`src/rtl/lcd_feeder_pkg.sv`:
```
`default_nettype none
// ============================================================================
// Module   : lcd_feeder_pkg
// Brief    : Shared types, constants and helpers for the LCD text feeder.
// Revision : 1.0 - initial release
// ============================================================================
package lcd_feeder_pkg;

    localparam logic [7:0] CMD_CLEAR       = 8'h01;
    localparam logic [7:0] ASCII_NL        = 8'h0A;
    localparam logic [7:0] ASCII_SPACE     = 8'h20;
    localparam logic [7:0] DEF_LINE1_ADDR  = 8'h80;
    localparam logic [7:0] DEF_LINE2_ADDR  = 8'hC0;

    // Feeder sequencing; the actual driver handshake lives in lcd_write_handshake
    typedef enum logic [2:0] {
        FS_ACCUM = 3'd0,
        FS_PAD   = 3'd1,
        FS_ISSUE = 3'd2,
        FS_WAIT  = 3'd3,
        FS_INIT  = 3'd4
    } feeder_state_t;

    typedef enum logic [1:0] {
        HS_IDLE       = 2'd0,
        HS_ISSUE      = 2'd1,
        HS_WAIT_START = 2'd2,
        HS_WAIT_DONE  = 2'd3
    } hs_state_t;

    // Byte idx 0 lands in [31:24], idx 3 in [7:0]
    function automatic logic [31:0] pack_byte(input logic [31:0] word,
                                              input logic [1:0]  idx,
                                              input logic [7:0]  ch);
        logic [31:0] v_word;
        v_word = word;
        case (idx)
            2'd0:    v_word[31:24] = ch;
            2'd1:    v_word[23:16] = ch;
            2'd2:    v_word[15:8]  = ch;
            default: v_word[7:0]   = ch;
        endcase
        return v_word;
    endfunction

endpackage
`default_nettype wire

```
`src/rtl/lcd_text_feeder_if.sv`:
```
`default_nettype none
// ============================================================================
// Module   : lcd_text_feeder_if
// Brief    : Character stream in, LCD driver write bus out.
// Revision : 1.0 - initial release
// ============================================================================
interface lcd_text_feeder_if;

    logic [7:0]  char_data;
    logic        char_valid;
    logic        char_ready;
    logic        flush;
    logic [31:0] lcd_data;
    logic        lcd_select_cd;
    logic        lcd_enable_writing;
    logic        lcd_available;

    modport master (
        output char_data, char_valid, flush, lcd_available,
        input  char_ready, lcd_data, lcd_select_cd, lcd_enable_writing
    );

    modport slave (
        input  char_data, char_valid, flush, lcd_available,
        output char_ready, lcd_data, lcd_select_cd, lcd_enable_writing
    );

endinterface
`default_nettype wire

```
`src/rtl/lcd_write_handshake.sv`:
```
`default_nettype none
// ============================================================================
// Module   : lcd_write_handshake
// Brief    : One enableWriting/LCD_Available transaction with start timeout.
// Revision : 1.0 - initial release
// ============================================================================
module lcd_write_handshake
    import lcd_feeder_pkg::*;
#(
    parameter int START_TIMEOUT = 1024
) (
    input  logic        clk,
    input  logic        rst,
    input  logic        start,
    input  logic [31:0] word,
    input  logic        select,
    input  logic        lcd_available,
    output logic        done,
    output logic        timeout,
    output logic        lcd_enable_writing,
    output logic [31:0] lcd_data,
    output logic        lcd_select_cd
);

    localparam int CNT_W = $clog2(START_TIMEOUT + 1);

    hs_state_t          r_state;
    hs_state_t          w_next;
    logic [CNT_W-1:0]   r_cnt;
    logic               r_strobe;
    logic [31:0]        r_data;
    logic               r_sel;

    always_comb begin
        w_next  = r_state;
        done    = 1'b0;
        timeout = 1'b0;
        case (r_state)
            HS_IDLE:       if (start) w_next = HS_ISSUE;
            HS_ISSUE:      if (lcd_available) w_next = HS_WAIT_START;
            HS_WAIT_START: begin
                if (!lcd_available) begin
                    w_next = HS_WAIT_DONE;
                end else if (r_cnt == CNT_W'(START_TIMEOUT - 1)) begin
                    // Driver never acknowledged; give up so the stream keeps moving
                    timeout = 1'b1;
                    done    = 1'b1;
                    w_next  = HS_IDLE;
                end
            end
            HS_WAIT_DONE: begin
                if (lcd_available) begin
                    done   = 1'b1;
                    w_next = HS_IDLE;
                end
            end
            default:       w_next = HS_IDLE;
        endcase
    end

    always_ff @(posedge clk or posedge rst) begin
        if (rst) begin
            r_state  <= HS_IDLE;
            r_cnt    <= '0;
            r_strobe <= 1'b0;
            r_data   <= 32'h0;
            r_sel    <= 1'b1;
        end else begin
            r_state  <= w_next;
            r_strobe <= (r_state == HS_ISSUE) && lcd_available;
            r_cnt    <= (r_state == HS_WAIT_START) ? r_cnt + CNT_W'(1) : '0;
            if ((r_state == HS_IDLE) && start) begin
                r_data <= word;
                r_sel  <= select;
            end
        end
    end

    assign lcd_enable_writing = r_strobe;
    assign lcd_data           = r_data;
    assign lcd_select_cd      = r_sel;

endmodule
`default_nettype wire

```
`src/rtl/lcd_text_feeder.sv`:
```
`default_nettype none
// ============================================================================
// Module   : lcd_text_feeder
// Brief    : Packs an ASCII stream into 4-char LCD words with line wrapping.
//            LCD_FEEDER_CLEAR_ON_RESET_EN: clear + home the display after reset.
// Revision : 1.0 - initial release
// ============================================================================
module lcd_text_feeder
    import lcd_feeder_pkg::*;
#(
    parameter int         LINE_CHARS    = 16,
    parameter int         LINES         = 2,
    parameter int         START_TIMEOUT = 1024,
    parameter logic [7:0] PAD_CHAR      = ASCII_SPACE,
    parameter logic [7:0] LINE1_ADDR    = DEF_LINE1_ADDR,
    parameter logic [7:0] LINE2_ADDR    = DEF_LINE2_ADDR
) (
    input  logic                clk,
    input  logic                rst,
    lcd_text_feeder_if.slave    bus,
    output logic                busy,
    output logic                timeout_err,
    output logic [3:0]          cursor_col,
    output logic                cursor_line
);

`ifdef LCD_FEEDER_CLEAR_ON_RESET_EN
    localparam feeder_state_t RESET_STATE = FS_INIT;
`else
    localparam feeder_state_t RESET_STATE = FS_ACCUM;
`endif

    feeder_state_t  r_state, w_next;
    logic [31:0]    r_word, w_word;
    logic [1:0]     r_cnt, w_cnt;
    logic [3:0]     r_col, w_col;
    logic           r_line, w_line;
    logic           r_is_cmd, w_is_cmd;
    logic           r_pad_line, w_pad_line;
    logic           r_home_pending, w_home_pending;
    logic           r_timeout_err;
    logic           w_start;
    logic           w_hs_done;
    logic           w_hs_timeout;
    logic [4:0]     w_col_inc;

    lcd_write_handshake #(
        .START_TIMEOUT (START_TIMEOUT)
    ) u_handshake (
        .clk                (clk),
        .rst                (rst),
        .start              (w_start),
        .word               (r_word),
        .select             (~r_is_cmd),
        .lcd_available      (bus.lcd_available),
        .done               (w_hs_done),
        .timeout            (w_hs_timeout),
        .lcd_enable_writing (bus.lcd_enable_writing),
        .lcd_data           (bus.lcd_data),
        .lcd_select_cd      (bus.lcd_select_cd)
    );

    assign w_col_inc = {1'b0, r_col} + 5'd4;

    always_comb begin
        w_next         = r_state;
        w_word         = r_word;
        w_cnt          = r_cnt;
        w_col          = r_col;
        w_line         = r_line;
        w_is_cmd       = r_is_cmd;
        w_pad_line     = r_pad_line;
        w_home_pending = r_home_pending;
        w_start        = 1'b0;
        case (r_state)
            FS_ACCUM: begin
                if (bus.char_valid) begin
                    if (bus.char_data == ASCII_NL) begin
                        // A newline on an empty line start would only emit a blank line
                        if ((r_col != 4'd0) || (r_cnt != 2'd0)) begin
                            w_pad_line = 1'b1;
                            w_next     = FS_PAD;
                        end
                    end else begin
                        w_word = pack_byte(r_word, r_cnt, bus.char_data);
                        if (r_cnt == 2'd3) begin
                            w_cnt  = 2'd0;
                            w_next = FS_ISSUE;
                        end else begin
                            w_cnt = r_cnt + 2'd1;
                            if (bus.flush) begin
                                w_pad_line = 1'b0;
                                w_next     = FS_PAD;
                            end
                        end
                    end
                end else if (bus.flush && (r_cnt != 2'd0)) begin
                    w_pad_line = 1'b0;
                    w_next     = FS_PAD;
                end
            end
            FS_PAD: begin
                w_word = pack_byte(r_word, r_cnt, PAD_CHAR);
                if (r_cnt == 2'd3) begin
                    w_cnt  = 2'd0;
                    w_next = FS_ISSUE;
                end else begin
                    w_cnt = r_cnt + 2'd1;
                end
            end
            FS_ISSUE: begin
                w_start = 1'b1;
                w_next  = FS_WAIT;
            end
            FS_WAIT: begin
                if (w_hs_done) begin
                    if (!r_is_cmd) begin
                        if (w_col_inc == 5'(LINE_CHARS)) begin
                            w_col    = 4'd0;
                            w_line   = (LINES > 1) ? ~r_line : 1'b0;
                            w_word   = {24'h0, (w_line ? LINE2_ADDR : LINE1_ADDR)};
                            w_is_cmd = 1'b1;
                            w_next   = FS_ISSUE;
                        end else begin
                            w_col  = r_col + 4'd4;
                            w_next = r_pad_line ? FS_PAD : FS_ACCUM;
                        end
                    end else if (r_home_pending) begin
                        w_home_pending = 1'b0;
                        w_word         = {24'h0, LINE1_ADDR};
                        w_next         = FS_ISSUE;
                    end else begin
                        w_is_cmd   = 1'b0;
                        w_pad_line = 1'b0;
                        w_next     = FS_ACCUM;
                    end
                end
            end
            FS_INIT: begin
                w_word         = {24'h0, CMD_CLEAR};
                w_is_cmd       = 1'b1;
                w_home_pending = 1'b1;
                w_next         = FS_ISSUE;
            end
            default: w_next = FS_ACCUM;
        endcase
    end

    always_ff @(posedge clk or posedge rst) begin
        if (rst) begin
            r_state        <= RESET_STATE;
            r_word         <= 32'h0;
            r_cnt          <= 2'd0;
            r_col          <= 4'd0;
            r_line         <= 1'b0;
            r_is_cmd       <= 1'b0;
            r_pad_line     <= 1'b0;
            r_home_pending <= 1'b0;
            r_timeout_err  <= 1'b0;
        end else begin
            r_state        <= w_next;
            r_word         <= w_word;
            r_cnt          <= w_cnt;
            r_col          <= w_col;
            r_line         <= w_line;
            r_is_cmd       <= w_is_cmd;
            r_pad_line     <= w_pad_line;
            r_home_pending <= w_home_pending;
            if (w_hs_timeout) r_timeout_err <= 1'b1;
        end
    end

    assign bus.char_ready = (r_state == FS_ACCUM);
    assign busy           = (r_state != FS_ACCUM);
    assign timeout_err    = r_timeout_err;
    assign cursor_col     = r_col;
    assign cursor_line    = r_line;

endmodule
`default_nettype wire

```
`src/flat_wrapper.sv`:
```
// flat-port wrapper written by rule: the top's interface ports become plain ports
module lcd_text_feeder_flat import lcd_feeder_pkg::*;
#(
    parameter int         LINE_CHARS    = 16,
    parameter int         LINES         = 2,
    parameter int         START_TIMEOUT = 1024,
    parameter logic [7:0] PAD_CHAR      = ASCII_SPACE,
    parameter logic [7:0] LINE1_ADDR    = DEF_LINE1_ADDR,
    parameter logic [7:0] LINE2_ADDR    = DEF_LINE2_ADDR
)
  (clk, rst, busy, timeout_err, cursor_col, cursor_line, bus_char_data, bus_char_valid, bus_flush, bus_lcd_available, bus_char_ready, bus_lcd_data, bus_lcd_select_cd, bus_lcd_enable_writing);
  lcd_text_feeder_if bus_i ();
  input  logic clk;
  input  logic rst;
  output logic busy;
  output logic timeout_err;
  output logic [3:0] cursor_col;
  output logic cursor_line;
  input wire logic [$bits(bus_i.char_data)-1:0] bus_char_data;
  input wire logic [$bits(bus_i.char_valid)-1:0] bus_char_valid;
  input wire logic [$bits(bus_i.flush)-1:0] bus_flush;
  input wire logic [$bits(bus_i.lcd_available)-1:0] bus_lcd_available;
  output wire logic [$bits(bus_i.char_ready)-1:0] bus_char_ready;
  output wire logic [$bits(bus_i.lcd_data)-1:0] bus_lcd_data;
  output wire logic [$bits(bus_i.lcd_select_cd)-1:0] bus_lcd_select_cd;
  output wire logic [$bits(bus_i.lcd_enable_writing)-1:0] bus_lcd_enable_writing;
  assign bus_i.char_data = bus_char_data;
  assign bus_i.char_valid = bus_char_valid;
  assign bus_i.flush = bus_flush;
  assign bus_i.lcd_available = bus_lcd_available;
  assign bus_char_ready = bus_i.char_ready;
  assign bus_lcd_data = bus_i.lcd_data;
  assign bus_lcd_select_cd = bus_i.lcd_select_cd;
  assign bus_lcd_enable_writing = bus_i.lcd_enable_writing;
  lcd_text_feeder #(.LINE_CHARS(LINE_CHARS), .LINES(LINES), .START_TIMEOUT(START_TIMEOUT), .PAD_CHAR(PAD_CHAR), .LINE1_ADDR(LINE1_ADDR), .LINE2_ADDR(LINE2_ADDR)) u_core (.clk(clk), .rst(rst), .bus(bus_i), .busy(busy), .timeout_err(timeout_err), .cursor_col(cursor_col), .cursor_line(cursor_line));
endmodule
```
`config.mk`:
```
export PLATFORM = sky130hd
export DESIGN_NAME = lcd_text_feeder_flat
export DESIGN_NICKNAME = d
export VERILOG_FILES = /design/src/rtl/lcd_feeder_pkg.sv /design/src/rtl/lcd_text_feeder_if.sv /design/src/rtl/lcd_write_handshake.sv /design/src/rtl/lcd_text_feeder.sv /design/src/flat_wrapper.sv
export SDC_FILE = /design/constraint.sdc
export NUM_CORES = 1
export LEC_CHECK = 0
export ABC_CLOCK_PERIOD_IN_PS = 6600
export CORE_MARGIN = 2
export CORE_UTILIZATION = 25
export DETAILED_ROUTE_END_ITERATION = 10
export PLACE_DENSITY_LB_ADDON = 0.12
export SLEW_MARGIN = 20
export SYNTH_ARGS = -nofsm -noshare
export SYNTH_HDL_FRONTEND = slang
export SYNTH_HIERARCHICAL = 1
export SYNTH_SLANG_ARGS = --single-unit
```
`constraint.sdc`:
```
create_clock -name clk -period 6.6 [get_ports clk]
set_clock_uncertainty 0.1 [all_clocks]
set_input_delay 1.98 -clock clk [delete_from_list [all_inputs] [get_ports clk]]
set_output_delay 1.98 -clock clk [all_outputs]
set_load 0.05 [all_outputs]
```
==> results of run 1 <==
-- area by class of cell --
class / instances / area, um2
flip-flops and latches: 89 / 2228
inverters: 12 / 46.29
repair buffers: 54 / 535.5
well taps: 216 / 270.3
fillers: 1613 / 10760
clock inverters: 6 / 72.57
multi-input cells: 187 / 1738
clock buffers: 10 / 239.0
-- where the power goes --
group          internal, uW  total [uW]  switching [uW]
sequential              746         913             168
clock                   308         534             226
combinational           558        1260             698
-- worst max-delay path: stages, from the launching register on --
cell and delay [ns]:
dfrtp_1 0.70, or2_1 0.44, inv_2 0.15, clkdlybuf4s50_1 0.83
-- worst max path at each step --
stage,from,to,slack (ns),cells past startpoint
after CTS,u_core/r_state[1],bus_char_ready,2.07,3
after global routing,u_core/r_state[1],bus_char_ready,1.97,3
after detailed placement,bus_char_data[4],u_core/r_word[29],2.38,6
after floorplan,bus_char_data[5],u_core/r_word[13],2.97,5
final,u_core/r_state[1],bus_char_ready,2.07,3
after global placement,bus_char_data[5],u_core/r_word[28],2.40,6
-- cells by family after synthesis --
family                   after synthesis
other                                  1
XOR/XNOR                               4
buffers and inverters                 24
adder cells (fa/ha/maj)                8
AO/OA/AOI/OAI                         38
AND/OR/NAND/NOR                       65
multiplexers                          70
flip-flops                            89
-- metrics by stage --
step | hold WS, ns | instance area, um2 | power [uW] | setup WS, ns
after floorplan | 0.3551 | 4075 | 1836 | 2.972
after global placement | 0.3629 | 4817 | 2187 | 2.403
after detailed placement | 0.3700 | 4817 | 2200 | 2.375
after CTS | 0.3861 | 5129 | 2744 | 2.067
after global routing | 0.3990 | 5130 | 2857 | 1.966
final | 0.3717 | 5130 | 2704 | 2.072
-- cells in the final DEF (no fill, tap or decap), types with 3 or more instances in the layout --
cell type        count
mux2_2              36
a21oi_1              7
clkdlybuf4s50_1     52
or3_1                4
nand3_1              7
ha_1                 8
mux2_4              32
a21o_1               3
inv_1               10
dfrtp_1             88
o21ai_4              5
nor2b_1             12
nor2_1              10
o21ai_0             10
clkbuf_16            9
nand2_1             11
o31ai_1              3
-- flip-flops by register name, indices dropped and copies added, names as in the netlist --
signal and cells:
u_core/u_handshake/lcd_data 32, u_core/u_handshake/lcd_select_cd 1, u_core/u_handshake/r_state 2, u_core/u_handshake/lcd_enable_writing 1, u_core/cursor_col 2, u_core/cursor_line 1, u_core/r_state 2, u_core/timeout_err 1
u_core/r_is_cmd 1, u_core/r_cnt 2, u_core/r_pad_line 1, u_core/r_word 32, u_core/u_handshake/r_cnt 11
-- per-layer routing --
layer | part of all wire (%) | global-route usage [%]
met1 | 50 | 14.81
met2 | 45 | 16.52
met3 | 3.7 | 2.855
met4 | 1.5 | 3.986
met5 | 0 | 0
==> flow_summary_export.csv, run 1 <==
group,metric,value,unit
outcome,outcome,"completed",
placement,portBuffers,52,
power_and_ir_drop,powerDensity,527.0,nW/um2
clock_tree,ctsResizeCount,0,
detailed_routing,viasPerCell,4.263,
sta,hold_violations,0,
placement,dpl.hpwl,6088,um
finish,final_cell_count_no_fill,574,
placement,placed_cells,558,
sta,maxSlewHeadroom,41.91,%
logic_synthesis,synth_top_family_by_area,"multiplexers",
finish,final_util,32.29,%
sta,min_period,4.528,ns
critical_path,crit_path_max_fanout,20,
hold_path,holdPathStages,1,
finish,drive_above_1_share,28.77,%
floorplan,die_area,17320,um2
critical_path,regToRegEndpoint,"u_core/r_word[16]",
logic_synthesis,synth-main-ff-cell,"dfrtp_1",
logic_synthesis,synth_adder_area_share,2.459,%
grt,antenna_found_initial,0,
clock_tree,cts_buffers,9,
detailed_routing,first_pass_iters,4,
floorplan,initial_core_util,25.63,%
sta,drv_slew,0,
floorplan,die_x,131.6,um
critical_path,cp-end-kind,"output pin",
clock_tree,path_clk_slew,0.07,ns
sta,fmaxAchievable,220.8,MHz
clock_tree,cts_max_level,3,
flow_run,drv_cap,0,
logic_synthesis,synth.distinct_cells,50,
grt,grt_overflow,0,
power_and_ir_drop,p_leak,0.002289,uW
logic_synthesis,synth_compound_area_share,7.498,%
critical_path,r2r-start,"u_core/u_handshake/r_cnt[0]",
clock_tree,postCtsSetupBuffers,0,
finish,nets,374,
logic_synthesis,yosysTopAreaCell,"dfrtp_1",
finish,diodes,0,
clock_tree,clk_latency,0.34,ns
floorplan,num_rows,46,
detailed_routing,wire_per_inst,15.50,um
critical_path,cp-start-kind,"flop",
logic_synthesis,synth-xor-area-share,0.8605,%
logic_synthesis,syn_inst,299,
detailed_routing,drc,0,
placement,gp_congestion,0.7379,
sta,finalSetupViolCount,0,
clock_tree,clockBufferDepth,2,
logic_synthesis,synthMuxAreaShare,22.25,%
power_and_ir_drop,vdd_drop_max,0.1737,mV
grt,grt_max_degree,48,
critical_path,r2r_slack,3.73,ns
logic_synthesis,ys_seq_area_share,54.73,%
grt,first_global_vias,2583,
clock_tree,cts_sinks,89,
grt,grtUsageTotal,10.85,%
detailed_routing,vias,2447,
hold_path,holdPathEnd,"u_core/timeout_err",
critical_path,path_class,"reg -> out",
critical_path,required,4.52,ns
clock_tree,cts_hold_buf,0,
logic_synthesis,synth_top_area_share,54.09,%
detailed_routing,first_iter_violations,122,
logic_synthesis,async_reset_ff_share,100.0,%
logic_synthesis,synthSimpleGateAreaFrac,9.435,%
sta,finalSetupTns,0,ns
critical_path,crit_arrival,2.45,ns
logic_synthesis,synth_edf_count,0,
floorplan,io_pins,55,
detailed_routing,ant_nets,0,
logic_synthesis,yosys-top-cells-count,"dfrtp_1 (88), mux2_2 (36), mux2_4 (32)",
logic_synthesis,yosysWarningCount,6,
clock_tree,clk_root_buffer_cell,"clkbuf_16",
floorplan,die_height,131.6,um
sta,rsz0062_at_grt,"no",
logic_synthesis,yosysMostFrequentCell,"dfrtp_1",
floorplan,coreArea,15890,um2
sta,worst_pin_slew,0.8713,ns
clock_tree,cts_tree,"done",
hold_path,hp-class,"reg -> reg",
critical_path,rr_worst_depth,8,
finish,syn_to_final_growth,26.00,%
logic_synthesis,synthesis.area,4071,um2
logic_synthesis,ys_top_cells_by_area,"dfrtp_1 (54%), mux2_4 (12%), mux2_2 (10%), ha_1 (2.5%), o21ai_4 (2.0%)",
sta,fin_crit_sh,68.61,%
grt,grt_pass1_wl,14590,um
hold_path,min_from,"u_core/timeout_err",
logic_synthesis,ys_ff_latch,89,
detailed_routing,routed_wl,8898,um
logic_synthesis,avgSynthCellArea,13.62,um2
Power figures use the tool's default switching activity.
==> inputs of run 2 (changes only) <==
--- a/config.mk
+++ b/config.mk
@@ -5,7 +5,7 @@
 export SDC_FILE = /design/constraint.sdc
 export NUM_CORES = 1
 export LEC_CHECK = 0
-export ABC_CLOCK_PERIOD_IN_PS = 6600
+export ABC_CLOCK_PERIOD_IN_PS = 3900
 export CORE_MARGIN = 2
 export CORE_UTILIZATION = 25
 export DETAILED_ROUTE_END_ITERATION = 10
==> constraint.sdc (replaced) <==
create_clock -name clk -period 3.9 [get_ports clk]
set_clock_uncertainty 0.1 [all_clocks]
set_input_delay 1.17 -clock clk [delete_from_list [all_inputs] [get_ports clk]]
set_output_delay 1.17 -clock clk [all_outputs]
set_load 0.05 [all_outputs]
==> run 2 against run 1 <==
Register-to-register slack got worse by 2.7 ns. Power is 69% higher. Die area did not move. Setup slack got worse by 1.4 ns. Worst hold slack hardly changed. Non-clock buffer count up 3. Sequential share of layout area shrank 0.13 points. Flip-flop and latch count is the same. Wire length is 1.1% higher. Global-route usage is 0.14 points higher. Critical endpoint unchanged. Largest cell class unchanged. Largest power group unchanged.
==> flow_summary_export.csv, run 2 (same netlist as run 1, synthesis figures left out) <==
group,metric,value,unit
critical_path,path_class,"reg -> out",
power_and_ir_drop,p_leak,0.002297,uW
critical_path,crit_arrival,2.00,ns
critical_path,cp-start-kind,"flop",
grt,grtUsageTotal,11.00,%
clock_tree,cts_hold_buf,0,
detailed_routing,first_iter_violations,129,
detailed_routing,first_pass_iters,4,
floorplan,coreArea,15890,um2
floorplan,io_pins,55,
grt,grt_overflow,0,
placement,dpl.hpwl,6252,um
sta,min_period,3.273,ns
clock_tree,ctsResizeCount,0,
critical_path,cp-end-kind,"output pin",
grt,grt_max_degree,43,
clock_tree,cts_sinks,89,
critical_path,required,2.63,ns
floorplan,die_x,131.6,um
clock_tree,path_clk_slew,0.06,ns
grt,grt_pass1_wl,14640,um
detailed_routing,vias,2433,
finish,syn_to_final_growth,26.37,%
detailed_routing,wire_per_inst,15.59,um
detailed_routing,drc,0,
grt,first_global_vias,2593,
detailed_routing,viasPerCell,4.217,
power_and_ir_drop,switchingPower,1830,uW
critical_path,rr_worst_depth,8,
detailed_routing,ant_nets,0,
placement,portBuffers,52,
placement,gp_congestion,0.7527,
power_and_ir_drop,switching_share,40.05,%
finish,fillers,1619,
finish,nets,377,
clock_tree,cts_tree,"done",
sta,fmaxAchievable,305.6,MHz
clock_tree,cts_max_level,3,
clock_tree,clk_latency,0.34,ns
critical_path,crit_path_max_fanout,6,
finish,diodes,0,
sta,maxSlewHeadroom,58.39,%
placement,place_area,4840,um2
power_and_ir_drop,clkPwrFrac,19.4,%
flow_run,drv_cap,0,
clock_tree,clk_root_buffer_cell,"clkbuf_16",
sta,finalSetupViolCount,0,
finish,drive_above_1_share,29.09,%
clock_tree,clockBufferDepth,2,
hold_path,holdPathStages,1,
floorplan,num_rows,46,
clock_tree,cts_buffers,9,
power_and_ir_drop,vdd_drop_max,0.3026,mV
finish,mostFrequentLayoutCells,"dfrtp_1 (88), clkdlybuf4s50_1 (52), mux2_2 (36), mux2_4 (32), nor2b_1 (12)",
hold_path,hp-class,"reg -> reg",
grt,antenna_found_initial,0,
power_and_ir_drop,power_frac_comb,48.2,%
power_and_ir_drop,p_int,2739,uW
power_and_ir_drop,sequentialPowerShare,32.4,%
clock_tree,postCtsSetupBuffers,0,
floorplan,die_height,131.6,um
finish,stdcell_area,5145,um2
floorplan,initial_core_util,25.63,%
finish,layout.cells.most_common,"dfrtp_1",
power_and_ir_drop,powerDensity,888.2,nW/um2
sta,hold_violations,0,
sta,rsz0062_at_grt,"no",
sta,worst_pin_slew,0.6229,ns
floorplan,die_area,17320,um2
sta,finalSetupTns,0,ns
sta,fin_crit_sh,83.91,%
sta,drv_slew,0,
outcome,outcome,"completed",
detailed_routing,routed_wl,8996,um
-- run 2: cell count changes in the layout (fill, tap and decap cells not counted) --
cell,before,now
clkinv_2,1,0
buf_4,2,5
clkinvlp_4,1,2
inv_2,1,2
clkinv_4,2,0
clkbuf_1,0,1
-- run 2: routing by layer --
metal / part of all wire, % / vias up / global-route usage [%]
li1: - / 1170 / -
met1: 50 / 1214 / 15.41
met2: 45 / 40 / 16.20
met3: 3.3 / 9 / 3.009
met4: 1.6 / 0 / 3.986
met5: 0 / - / 0
-- run 2: worst paths after layout --
| check | from | endpoint | slack [ns] |
|---|---|---|---|
| worst max-delay path | u_core/r_state[1] | bus_char_ready | 0.63 |
| worst min-delay path | u_core/timeout_err | u_core/timeout_err | 0.37 |
| worst max register to register | u_core/u_handshake/r_cnt[0] | u_core/r_word[30] | 1.00 |
| worst min register to register | u_core/timeout_err | u_core/timeout_err | 0.37 |
| max in group asynchronous | rst | u_core/u_handshake/lcd_data[14] | 1.86 |
| min in group asynchronous | rst | u_core/u_handshake/r_state[0] | 1.09 |
-- run 2: worst max-delay path, cell delays in order, from the launching register on --
cell and delay [ns]:
dfrtp_1 0.37, or2_1 0.32, inv_2 0.16, clkdlybuf4s50_1 0.83
-- run 2: layout make-up --
type | count | area [um2] | area share [%]
multi-input combinational | 187 | 1738 | 33.78
clock buffer | 11 | 242.7 | 4.718
clock inverter | 5 | 62.56 | 1.216
tap | 216 | 270.3 | 5.253
timing repair buffer | 57 | 558.0 | 10.85
inverter | 12 | 45.04 | 0.8755
sequential | 89 | 2228 | 43.31
-- run 2: power groups by stage --
| stage | combinational [uW] | sequential (uW) | clock [uW] |
|---|---|---|---|
| 3_3_place_gp | 2220 | 1510 | 0 |
| 4_1_cts | 2240 | 1490 | 921 |
| 5_1_grt | 2350 | 1530 | 960 |
| 6_report | 2200 | 1480 | 884 |
| 3_5_place_dp | 2230 | 1510 | 0 |
| 2_1_floorplan | 1140 | 1970 | 0 |
-- run 2: metrics by stage --
stage                     hold WS, ns  setup slack [ns]  std cells  utilization [%]  total power, uW
final                          0.3721            0.6274        577            32.39             4569
after CTS                      0.3759            0.6016        577            32.39             4652
after global routing           0.4067            0.5541        577            32.39             4840
after floorplan                0.3551             1.082        300                -             3106
after global placement         0.3563            0.5272        561            30.47             3727
after detailed placement       0.3617            0.5014        561            30.47             3741
==> inputs of run 3 (changes only) <==
--- a/config.mk
+++ b/config.mk
@@ -5,7 +5,7 @@
 export SDC_FILE = /design/constraint.sdc
 export NUM_CORES = 1
 export LEC_CHECK = 0
-export ABC_CLOCK_PERIOD_IN_PS = 3900
+export ABC_CLOCK_PERIOD_IN_PS = 2700
 export CORE_MARGIN = 2
 export CORE_UTILIZATION = 25
 export DETAILED_ROUTE_END_ITERATION = 10
==> constraint.sdc (replaced) <==
create_clock -name clk -period 2.7 [get_ports clk]
set_clock_uncertainty 0.1 [all_clocks]
set_input_delay 0.81 -clock clk [delete_from_list [all_inputs] [get_ports clk]]
set_output_delay 0.81 -clock clk [all_outputs]
set_load 0.05 [all_outputs]
==> run 3 against run 2 <==
Clock-buffer cell count is the same. Utilization grew 1.4 points. Wire length shrank 0.27%.
==> flow_summary_export.csv, run 3 (same netlist as run 1, synthesis figures left out) <==
group,metric,value,unit
outcome,outcome,"completed",
clock_tree,clk_root_buffer_cell,"clkbuf_16",
sta,finalSetupTns,0,ns
clock_tree,clk_latency,0.33,ns
finish,stdcell_area,5368,um2
flow_run,drv_cap,0,
detailed_routing,drc,0,
detailed_routing,routed_wl,8972,um
power_and_ir_drop,clkPwrFrac,19.2,%
detailed_routing,ant_nets,0,
power_and_ir_drop,switching_share,39.43,%
clock_tree,path_clk_slew,0.06,ns
floorplan,initial_core_util,25.63,%
finish,nets,396,
critical_path,regToRegEndpoint,"u_core/r_word[30]",
critical_path,path_class,"in -> reg",
finish,fillers,1577,
placement,placed_cells,579,
floorplan,num_rows,46,
placement,gp_congestion,0.7273,
sta,drv_slew,0,
clock_tree,postCtsSetupBuffers,0,
grt,grt_max_degree,43,
sta,finalSetupViolCount,0,
finish,final_cell_count_no_fill,596,
clock_tree,clockBufferDepth,2,
power_and_ir_drop,power_frac_comb,49.0,%
finish,diodes,0,
critical_path,required,2.82,ns
clock_tree,cts_hold_buf,0,
sta,fin_crit_sh,98.10,%
floorplan,die_x,131.6,um
critical_path,crit_path_max_fanout,8,
sta,fmaxAchievable,377.6,MHz
sta,hold_violations,0,
finish,mostFrequentLayoutCells,"dfrtp_1 (88), clkdlybuf4s50_1 (50), mux2_2 (36), mux2_4 (32), buf_4 (20)",
finish,syn_to_final_growth,31.84,%
grt,first_global_vias,2633,
detailed_routing,first_pass_iters,4,
floorplan,coreArea,15890,um2
placement,place_area,5032,um2
floorplan,io_pins,55,
sta,worst_pin_slew,0.5815,ns
critical_path,r2r_slack,0.19,ns
clock_tree,cts_buffers,9,
power_and_ir_drop,p_leak,0.002422,uW
sta,maxSlewHeadroom,61.15,%
clock_tree,ctsResizeCount,0,
grt,grt_overflow,0,
power_and_ir_drop,switchingPower,2670,uW
floorplan,die_height,131.6,um
detailed_routing,viasPerCell,4.206,
critical_path,cp-startpoint,"bus_char_data[5]",
critical_path,cp-end-kind,"flop",
clock_tree,cts_sinks,89,
power_and_ir_drop,finalPower,6771,uW
critical_path,rr_worst_depth,10,
detailed_routing,vias,2507,
sta,min_period,2.649,ns
power_and_ir_drop,vdd_drop_max,0.4102,mV
power_and_ir_drop,sequentialPowerShare,31.9,%
critical_path,r2r-start,"u_core/u_handshake/r_cnt[1]",
finish,drive_above_1_share,33.42,%
grt,grtUsageTotal,11.00,%
detailed_routing,wire_per_inst,15.05,um
finish,layout.cells.most_common,"dfrtp_1",
hold_path,hp-class,"reg -> reg",
clock_tree,cts_tree,"done",
grt,antenna_found_initial,0,
detailed_routing,first_iter_violations,96,
placement,dpl.hpwl,6384,um
critical_path,cp-start-kind,"primary input",
critical_path,crit_arrival,2.77,ns
power_and_ir_drop,powerDensity,1261,nW/um2
floorplan,die_area,17320,um2
critical_path,endpoint,"u_core/r_word[30]",
grt,grt_pass1_wl,14820,um
sta,rsz0062_at_grt,"no",
placement,portBuffers,52,
clock_tree,cts_max_level,3,
power_and_ir_drop,p_int,4101,uW
run 3: changes by cell type in the layout (fill, tap and decap cells not counted), sizes merged:
| cell | delta |
|---|---|
| buf | +21 |
| inv | -1 |
| clkinv | +1 |
| clkdlybuf4s50 | -2 |
run 3: how the worst min path moves through the flow:
stage | startpoint | end | slack, ns | cells after the start
after floorplan | u_core/u_handshake/r_cnt[0] | u_core/u_handshake/r_cnt[0] | 0.36 | 1
after global placement | u_core/timeout_err | u_core/timeout_err | 0.35 | 1
after detailed placement | u_core/timeout_err | u_core/timeout_err | 0.36 | 1
after CTS | u_core/timeout_err | u_core/timeout_err | 0.38 | 1
after global routing | u_core/timeout_err | u_core/timeout_err | 0.40 | 1
final | u_core/timeout_err | u_core/timeout_err | 0.37 | 1
run 3: power by group through the flow:
stage          Sequential [uW]  Clock [uW]  Combinational [uW]
2_1_floorplan             2840           0                1650
3_3_place_gp              2190           0                3290
3_5_place_dp              2190           0                3310
4_1_cts                   2170        1350                3320
5_1_grt                   2240        1410                3510
6_report                  2160        1300                3320
run 3: area by class of cell:
| cell class | instances | area, um2 | share of cell area [%] |
|---|---|---|---|
| flip-flops and latches | 89 | 2228 | 41.52 |
| multi-input cells | 187 | 1738 | 32.38 |
| repair buffers | 76 | 770.7 | 14.36 |
| well taps | 216 | 270.3 | 5.035 |
| clock buffers | 11 | 252.7 | 4.709 |
| clock inverters | 5 | 62.56 | 1.166 |
| inverters | 12 | 45.04 | 0.8392 |
run 3: metal layers:
metal,track usage [%],part of all wire (%),vias to the layer above
li1,-,-,1212
met1,15.49,50,1237
met2,16.23,45,51
met3,2.739,3.8,7
met4,4.167,1.4,0
met5,0,0,-
run 3: metrics by stage:
stage               setup slack [ns]  hold WS, ns  utilization [%]
finish                       0.05139       0.3724            33.79
floorplan                     0.2425       0.3551                -
CTS                          0.09129       0.3789            33.66
detailed placement           -0.2428       0.3557            31.68
global route                0.006247       0.4046            33.79
global placement             -0.2400       0.3514            31.68
run 3: critical path, cell delays in order:
cell and delay, ns:
clkdlybuf4s50_1 0.42, or4b_4 0.56, o21ai_4 0.20, a22oi_4 0.10, buf_12 0.16, o21ai_4 0.17
mux2_4 0.34
